## src/rtl/rr_mux_arbiter_pkg.sv

```systemverilog
// Shared types and helpers for the round-robin mux arbiter.
// Holds the FSM state encoding, channel count, select encoding and round-robin pick.
package arb_pkg;

    localparam int NUM_CH = 4;

    typedef enum logic [1:0] {
        IDLE  = 2'd0,
        GRANT = 2'd1,
        TURN  = 2'd2
    } state_t;

    typedef struct packed {
        logic       found;
        logic [1:0] idx;
    } pick_t;

    // Returns {s0, s1}; s0 is the MSB of the channel index.
    function automatic logic [1:0] sel_encode(input logic [1:0] idx);
        logic [1:0] sel;
        case (idx)
            2'd0:    sel = 2'b00;
            2'd1:    sel = 2'b01;
            2'd2:    sel = 2'b10;
            default: sel = 2'b11;
        endcase
        return sel;
    endfunction

    // First set request searching upward from ptr with wrap. Scanning from the
    // far end and overwriting lets the closest candidate to ptr win.
    function automatic pick_t rr_pick(input logic [NUM_CH-1:0] req, input logic [1:0] ptr);
        pick_t      p;
        logic [1:0] k;
        p = '0;
        for (int i = NUM_CH - 1; i >= 0; i--) begin
            k = ptr + 2'(i);
            if (req[k]) begin
                p.found = 1'b1;
                p.idx   = k;
            end
        end
        return p;
    endfunction

endpackage

```

## src/rtl/rr_mux_arbiter_sel_mux4.sv

```systemverilog
// Combinational 4:1 select: {s0,s1} = 00/01/10/11 picks din[0..3].
// Zero latency, no flow control.
module sel_mux4
    import arb_pkg::*;
(
    input  logic [NUM_CH-1:0] din,
    input  logic              s0,
    input  logic              s1,
    output logic              y
);

    always_comb begin
        y = 1'b0;
        case ({s0, s1})
            2'b00:   y = din[0];
            2'b01:   y = din[1];
            2'b10:   y = din[2];
            default: y = din[3];
        endcase
    end

endmodule

```

## src/rtl/rr_mux_arbiter.sv

```systemverilog
// Round-robin arbiter driving the shared 4:1 select mux, with bounded hold time.
// Grant one cycle after a sampled request; owner is never preempted, one dead TURN cycle between grants.
module rr_mux_arbiter
    import arb_pkg::*;
#(
    parameter int MAX_HOLD = 8
) (
    input  logic              clk,
    input  logic              rst_n,
    input  logic [NUM_CH-1:0] req,
    input  logic [NUM_CH-1:0] din,
    output logic [NUM_CH-1:0] gnt,
    output logic              s0,
    output logic              s1,
    output logic              busy,
    output logic              expired,
    output logic              dout
);

    localparam int              HW       = (MAX_HOLD < 1) ? 1 : $clog2(MAX_HOLD + 1);
    localparam logic [HW-1:0]   HOLD_LIM = HW'(MAX_HOLD);

    state_t            state, state_next;
    logic [1:0]        ptr, ptr_next;
    logic [1:0]        owner, owner_next;
    logic [HW-1:0]     hold_cnt, hold_next;
    logic [NUM_CH-1:0] gnt_next;
    logic [1:0]        sel_next;
    logic              busy_next;
    logic              expired_next;
    logic              forced;
    logic              mux_y;
    pick_t             pick;

    always_comb begin
        pick         = rr_pick(req, ptr);
        forced       = (MAX_HOLD != 0) && (hold_cnt == HOLD_LIM) && req[owner];
        state_next   = state;
        ptr_next     = ptr;
        owner_next   = owner;
        hold_next    = hold_cnt;
        expired_next = 1'b0;

        case (state)
            IDLE, TURN: begin
                if (pick.found) begin
                    state_next = GRANT;
                    owner_next = pick.idx;
                    hold_next  = HW'(1);
                end else begin
                    state_next = IDLE;
                    hold_next  = '0;
                end
            end
            GRANT: begin
                if (!req[owner] || forced) begin
                    state_next   = TURN;
                    ptr_next     = owner + 2'd1;
                    hold_next    = '0;
                    expired_next = forced;
                end else if (hold_cnt != '1) begin
                    hold_next = hold_cnt + HW'(1);
                end
            end
            default: begin
                state_next = IDLE;
                hold_next  = '0;
            end
        endcase

        // Outputs are registered copies of what the next state implies.
        gnt_next  = '0;
        sel_next  = 2'b00;
        busy_next = (state_next == GRANT);
        if (busy_next) begin
            gnt_next[owner_next] = 1'b1;
            sel_next             = sel_encode(owner_next);
        end
    end

    always_ff @(posedge clk or negedge rst_n) begin
        if (!rst_n) begin
            state    <= IDLE;
            ptr      <= 2'd0;
            owner    <= 2'd0;
            hold_cnt <= '0;
            gnt      <= '0;
            s0       <= 1'b0;
            s1       <= 1'b0;
            busy     <= 1'b0;
            expired  <= 1'b0;
        end else begin
            state    <= state_next;
            ptr      <= ptr_next;
            owner    <= owner_next;
            hold_cnt <= hold_next;
            gnt      <= gnt_next;
            s0       <= sel_next[1];
            s1       <= sel_next[0];
            busy     <= busy_next;
            expired  <= expired_next;
        end
    end

    sel_mux4 u_mux (
        .din (din),
        .s0  (s0),
        .s1  (s1),
        .y   (mux_y)
    );

    assign dout = busy & mux_y;

endmodule

```

## config.mk

```make
export PLATFORM = sky130hd
export DESIGN_NAME = rr_mux_arbiter
export DESIGN_NICKNAME = d
export VERILOG_FILES = /design/src/rtl/rr_mux_arbiter_pkg.sv /design/src/rtl/rr_mux_arbiter_sel_mux4.sv /design/src/rtl/rr_mux_arbiter.sv
export SDC_FILE = /design/constraint.sdc
export NUM_CORES = 1
export LEC_CHECK = 0
export ABC_CLOCK_PERIOD_IN_PS = 1800
export CAP_MARGIN = 20
export CORE_ASPECT_RATIO = 0.9
export CORE_MARGIN = 2
export CORE_UTILIZATION = 48
export CTS_CLUSTER_DIAMETER = 150
export DETAILED_ROUTE_END_ITERATION = 10
export PLACE_DENSITY = 0.84
export SKIP_LAST_GASP = 1
export SLEW_MARGIN = 20
export SYNTH_ARGS = -nofsm -noshare
export SYNTH_HDL_FRONTEND = slang
export SYNTH_SLANG_ARGS = --single-unit
```

## constraint.sdc

```tcl
create_clock -name clk -period 1.8 [get_ports clk]
set_input_delay 0.36 -clock clk [delete_from_list [all_inputs] [get_ports clk]]
set_output_delay 0.36 -clock clk [all_outputs]
set_load 0.05 [all_outputs]
```

==> results of run 1 <==
[worst paths after layout]
path | start | end | slack, ns | depth (start not counted)
min in group clk | state[1] | state[1] | 0.50 | 1
max in group asynchronous | rst_n | expired | 0.92 | 2
max | s1 | dout | -0.03 | 3
min | rst_n | gnt[0] | 0.39 | 1
max reg2reg | ptr[0] | gnt[1] | 0.19 | 5
min reg2reg | state[1] | state[1] | 0.50 | 1
[layout make-up]
class / instances / share of cell area
clock buffers: 4 / 0.03033
inverters: 3 / 0.009414
multi-input cells: 56 / 0.3651
flip-flops and latches: 18 / 0.3776
well taps: 24 / 0.02510
repair buffers: 27 / 0.1925
[synthesized netlist by cell type, drive strengths merged]
cell    instances  share of area
dfrtp          18           0.50
nor2            8          0.034
nand2           6          0.025
a21oi           4          0.022
nor3            4          0.022
and2            3          0.021
inv             3          0.013
nand3           3          0.022
nor3b           3          0.025
a31oi           2          0.014
and3b           2          0.020
ha              2          0.028
mux4            2          0.050
nand2b          2          0.014
nor2b           2          0.017
o41ai           2          0.049
a2111o          1          0.013
a211oi          1          0.022
a21o            1         0.0084
a22oi           1         0.0084
and3            1         0.0070
mux2i           1          0.011
nand3b          1         0.0084
nor4b           1         0.0098
o21ai           1         0.0098
o31ai           1          0.014
xnor2           1         0.0098
[sequential cells by signal, indices dropped and copies added, names as in the netlist]
register,cells
state,2
s0,1
busy,1
s1,1
ptr,2
gnt,4
owner,2
expired,1
hold_cnt,4
[metrics by stage]
step | setup slack [ns] | setup TNS [ns] | hold WS (ns)
after floorplan | 0.07975 | 0 | 0.06441
after global placement | -0.2399 | -2.650 | 0.4954
after detailed placement | -0.2831 | -3.383 | 0.4968
after CTS | -0.05245 | -0.05245 | 0.3982
after global routing | -0.08063 | -0.08144 | 0.4172
final | -0.03128 | -0.03128 | 0.3883
[placed cells by master (no fill, tap or decap), drive strengths merged, types with 4 or more instances in the layout]
cell,synthesis,layout
clkbuf,0,4
buf,0,18
clkdlybuf4s50,0,4
dlygate4sd2,0,4
a21oi,4,4
nor2,8,8
dfrtp,18,18
nor3,4,4
nand2,6,6
[timing repair]
action / 4_1_cts / 5_1_grt
pin swaps: 1 / 1
gates resized for setup: 7 / 1
setup endpoints to repair: 1 / 9
endpoints found under the hold margin: 0 / 0
hold buffers: 0 / 0
gates cloned: 0 / 0
[metal layers]
metal / global-route usage / wire length, um / vias up
met5: 0 / 0 / -
met4: 0.06667 / 12 / 0
met3: 0.02980 / 47 / 2
met2: 0.3600 / 994 / 10
met1: 0.2198 / 734 / 343
li1: - / - / 343
[kinds of logic after synthesis]
| group | after synthesis | synth area share |
|---|---|---|
| xor gates and xnor gates | 1 | 0.009778 |
| DFF | 18 | 0.5028 |
| buffers and inverters | 3 | 0.01257 |
| muxes | 3 | 0.06145 |
| adders and majority gates | 2 | 0.02793 |
| AOI/OAI and AO/OA | 14 | 0.1606 |
| and+or+nand+nor | 36 | 0.2249 |
[power by group]
group	internal [mW]	leakage (nW)	switching (mW)
registers	0.560	0.227	0.153
logic	0.493	0.311	0.627
clock network	0.123	0.0210	0.111
total	1.18	0.559	0.891
==> results_dict.tcl, run 1 <==
set metrics [dict create \
    diodes 0 \
    postCtsSetupRepairBufs 0 \
    drt_iter0_drc 10 \
    routed_wl_um 1790 \
    crit_path_end_kind "primary output" \
    final_max_slew_viol_count 0 \
    grt_pass1_vias 685 \
    cp_max_fo 2 \
    clk-insertion-delay-late_ns 0.28 \
    routed_via_density 5.288 \
    tightest_slew_ns 0.4926 \
    cts_tree "built" \
    layout.cells.non_filler 132 \
    drtPass1Iterations 3 \
    gp_congestion 0.8065 \
    fin_crit_ns 1.831 \
    vdd_drop_max_uv 1280 \
    setup_violations 1 \
    drcViolationCount 0 \
    status "finished with violations" \
    maxCapViolations 0 \
    cts.sinks 18 \
    hpwl_um 1465 \
    crit_arrival_ns 1.47 \
    overflow 0 \
    multiInputGateArea_um2 436.7 \
    synthCells 77 \
    area_growth_syn_to_layout_pct 33.52 \
    violations "negative setup slack" \
    start_util 0.5219 \
    period_share 1.017 \
    yosysSeqAreaShare 0.5028 \
    total_power_mw 2.066 \
    leakage_nw 0.5590 \
    grt_pass1_wl_um 3118 \
    root_buffer "clkbuf_4" \
    die_h_um 44.99 \
    antenna_found_initial 0 \
    fin_area_um2 1196 \
    hold_violations 0 \
    crit_slowest_cell "mux4_2" \
    cts_max_level 1 \
    drive_gt1_frac 0.3056 \
    layout_setup_ws_ns -0.03128 \
    cpLargestDelayFamily "multiplexers" \
    synth_cell_types 30 \
    fill_cells 141 \
    port_buffers 18 \
    rsz0062_at_grt "true" \
    layout.area.seq_um2 451.7 \
    wire_per_inst_um 13.56 \
    rows 14 \
    crit_path_cell_trace "mux4_2 -> and2_4 -> buf_8" \
    slowest_delay_ns 0.50 \
    dp.cells 128 \
    path_class "register to primary output" \
    grtUsageTotal 0.1891 \
    antenna_left 0 \
    final.setup_skew_ns 0.004631 \
    final_nets 121 \
    critPathRequiredTime_ns 1.44 \
    synthesis.nets 89 \
    synth.cell_area_um2 895.9 \
    numCtsBuffers 3 \
    placed_area_um2 1152 \
    crit_path_start_kind "register" \
    hp-class "input port to async pin" \
    grt_start_max_net_pins 12 \
    coreArea_um2 1717 \
    die_area_um2 2229 \
    path_buf_inv 1 \
    fmax_mhz 546.1 \
    fp.dieW_um 49.54 \
    cellPowerDensity_nw_per_um2 1728 \
    num_vias 698 \
    avgSynthCellArea_um2 11.63 \
    cts_buffer_depth 2 \
    io_pins 19 \
    path_clk_slew_ns 0.10 \
    final_core_util 0.6968 \
    ys_ff_latch 18 \
    yosys_warnings 0 \
    relSlewSlack 0.6670 \
]
Note: power is estimated with default switching activity, not from simulation.
==> run 2: changes to the inputs <==
Settings changed: CAP_MARGIN 20 to 30.
==> results of run 2 <==
Final layout, timing and power as in run 1 (identical DEF).
==> run 3: changes to the inputs <==
Settings changed: CORE_UTILIZATION 48 to 35, PLACE_DENSITY 0.84 to 0.66.
==> results_dict.tcl, run 3 (synthesis results as in run 1) <==
set metrics [dict create \
    status "finished with violations" \
    violations "negative setup slack" \
    total_power_mw 2.105 \
    diodes 0 \
    final_cell_mix "20 x buf_4, 17 x dfrtp_1, 8 x nor2_1" \
    routed_wl_um 1697 \
    fin_crit_ns 1.806 \
    cp_max_fo 2 \
    die_h_um 52.00 \
    path_class "register to primary output" \
    die_area_um2 2981 \
    cts.sinks 18 \
    holdWs_ns 0.3926 \
    drtPass1Iterations 3 \
    hp-class "input port to async pin" \
    start_util 0.3662 \
    antenna_left 0 \
    placed_area_um2 1157 \
    relSlewSlack 0.6576 \
    fp.dieW_um 57.33 \
    crit_path_cell_trace "mux4_2 -> and2_4 -> buf_8" \
    drive_gt1_frac 0.3243 \
    final_nets 124 \
    rows 17 \
    setup_violations 1 \
    gp_congestion 0.7860 \
    routed_via_density 5.014 \
    numCtsBuffers 3 \
    cts_max_level 1 \
    grt_start_max_net_pins 19 \
    io_pins 19 \
    path_clk_slew_ns 0.10 \
    final.setup_skew_ns 0.004008 \
    cellPowerDensity_nw_per_um2 1722 \
    hold_buffers 0 \
    period_share 1.003 \
    dp.cells 132 \
    area_growth_syn_to_layout_pct 36.45 \
    path_buf_inv 1 \
    layout.cells.non_filler 139 \
    fmax_mhz 553.7 \
    crit_slowest_cell "mux4_2" \
    drcViolationCount 0 \
    wire_per_inst_um 12.21 \
    num_vias 697 \
    cts_tree "built" \
    overflow 0 \
    fin_area_um2 1222 \
    vdd_drop_max_uv 1479 \
    final_max_slew_viol_count 0 \
    final_core_util 0.4997 \
    rsz0062_at_grt "true" \
    drt_iter0_drc 2 \
    maxCapViolations 0 \
    cts_buffer_depth 2 \
    final_common_cell "buf_4" \
    port_buffers 18 \
    antenna_found_initial 0 \
    largest_registers "gnt (4), hold_cnt (4)" \
    cpLargestDelayFamily "multiplexers" \
    layout_setup_ws_ns -0.006152 \
    crit_arrival_ns 1.45 \
    grtUsageTotal 0.1368 \
    critPathRequiredTime_ns 1.44 \
    coreArea_um2 2446 \
    hpwl_um 1365 \
    crit_path_start_kind "register" \
    hold_violations 0 \
    crit_path_end_kind "primary output" \
    grt_pass1_wl_um 3132 \
    slowest_delay_ns 0.49 \
    setup_tns_ns -0.006152 \
    preCtsSetupSlack_ns -0.2839 \
    grt_pass1_vias 723 \
    root_buffer "clkbuf_4" \
    clk-insertion-delay-late_ns 0.28 \
    leakage_nw 0.5760 \
    tightest_slew_ns 0.5065 \
]
## run 3: per-layer routing
layer / share of wire / vias up / GRT usage
met4: 0.0071 / 0 / 0.04651
met1: 0.43 / 335 / 0.1580
li1: - / 347 / -
met5: 0 / - / 0
met3: 0.057 / 2 / 0.02736
met2: 0.50 / 13 / 0.2529
## run 3: layout make-up
| type | count | area (um2) |
|---|---|---|
| well taps | 28 | 35.03 |
| flip-flops and latches | 18 | 451.7 |
| inverters | 3 | 11.26 |
| repair buffers | 30 | 251.5 |
| multi-input cells | 56 | 436.7 |
| clock buffers | 4 | 36.28 |
| fillers | 237 | 1224 |
## run 3: timing repair
action / CTS / global route
buffers inserted: 1 / 2
pin swaps: 1 / 1
resized for setup: 8 / 1
endpoints found under the setup margin: 3 / 6
## run 3: worst paths after layout
check                      slack [ns]           to  cells past startpoint     start
min reg2reg                      0.54       ptr[0]                      1  owner[0]
min in group clk                 0.54       ptr[0]                      1  owner[0]
max in group asynchronous        1.21           s1                      2     rst_n
min                              0.39  hold_cnt[0]                      2     rst_n
max reg2reg                      0.21       gnt[1]                      5    ptr[0]
max                            -0.006         dout                      3        s1
## run 3: where the power goes
group / leakage [nW] / total, mW / internal [mW] / switching, mW
sequential: 0.227 / 0.717 / 0.559 / 0.157
clock: 0.0210 / 0.235 / 0.123 / 0.112
combinational: 0.328 / 1.15 / 0.525 / 0.629
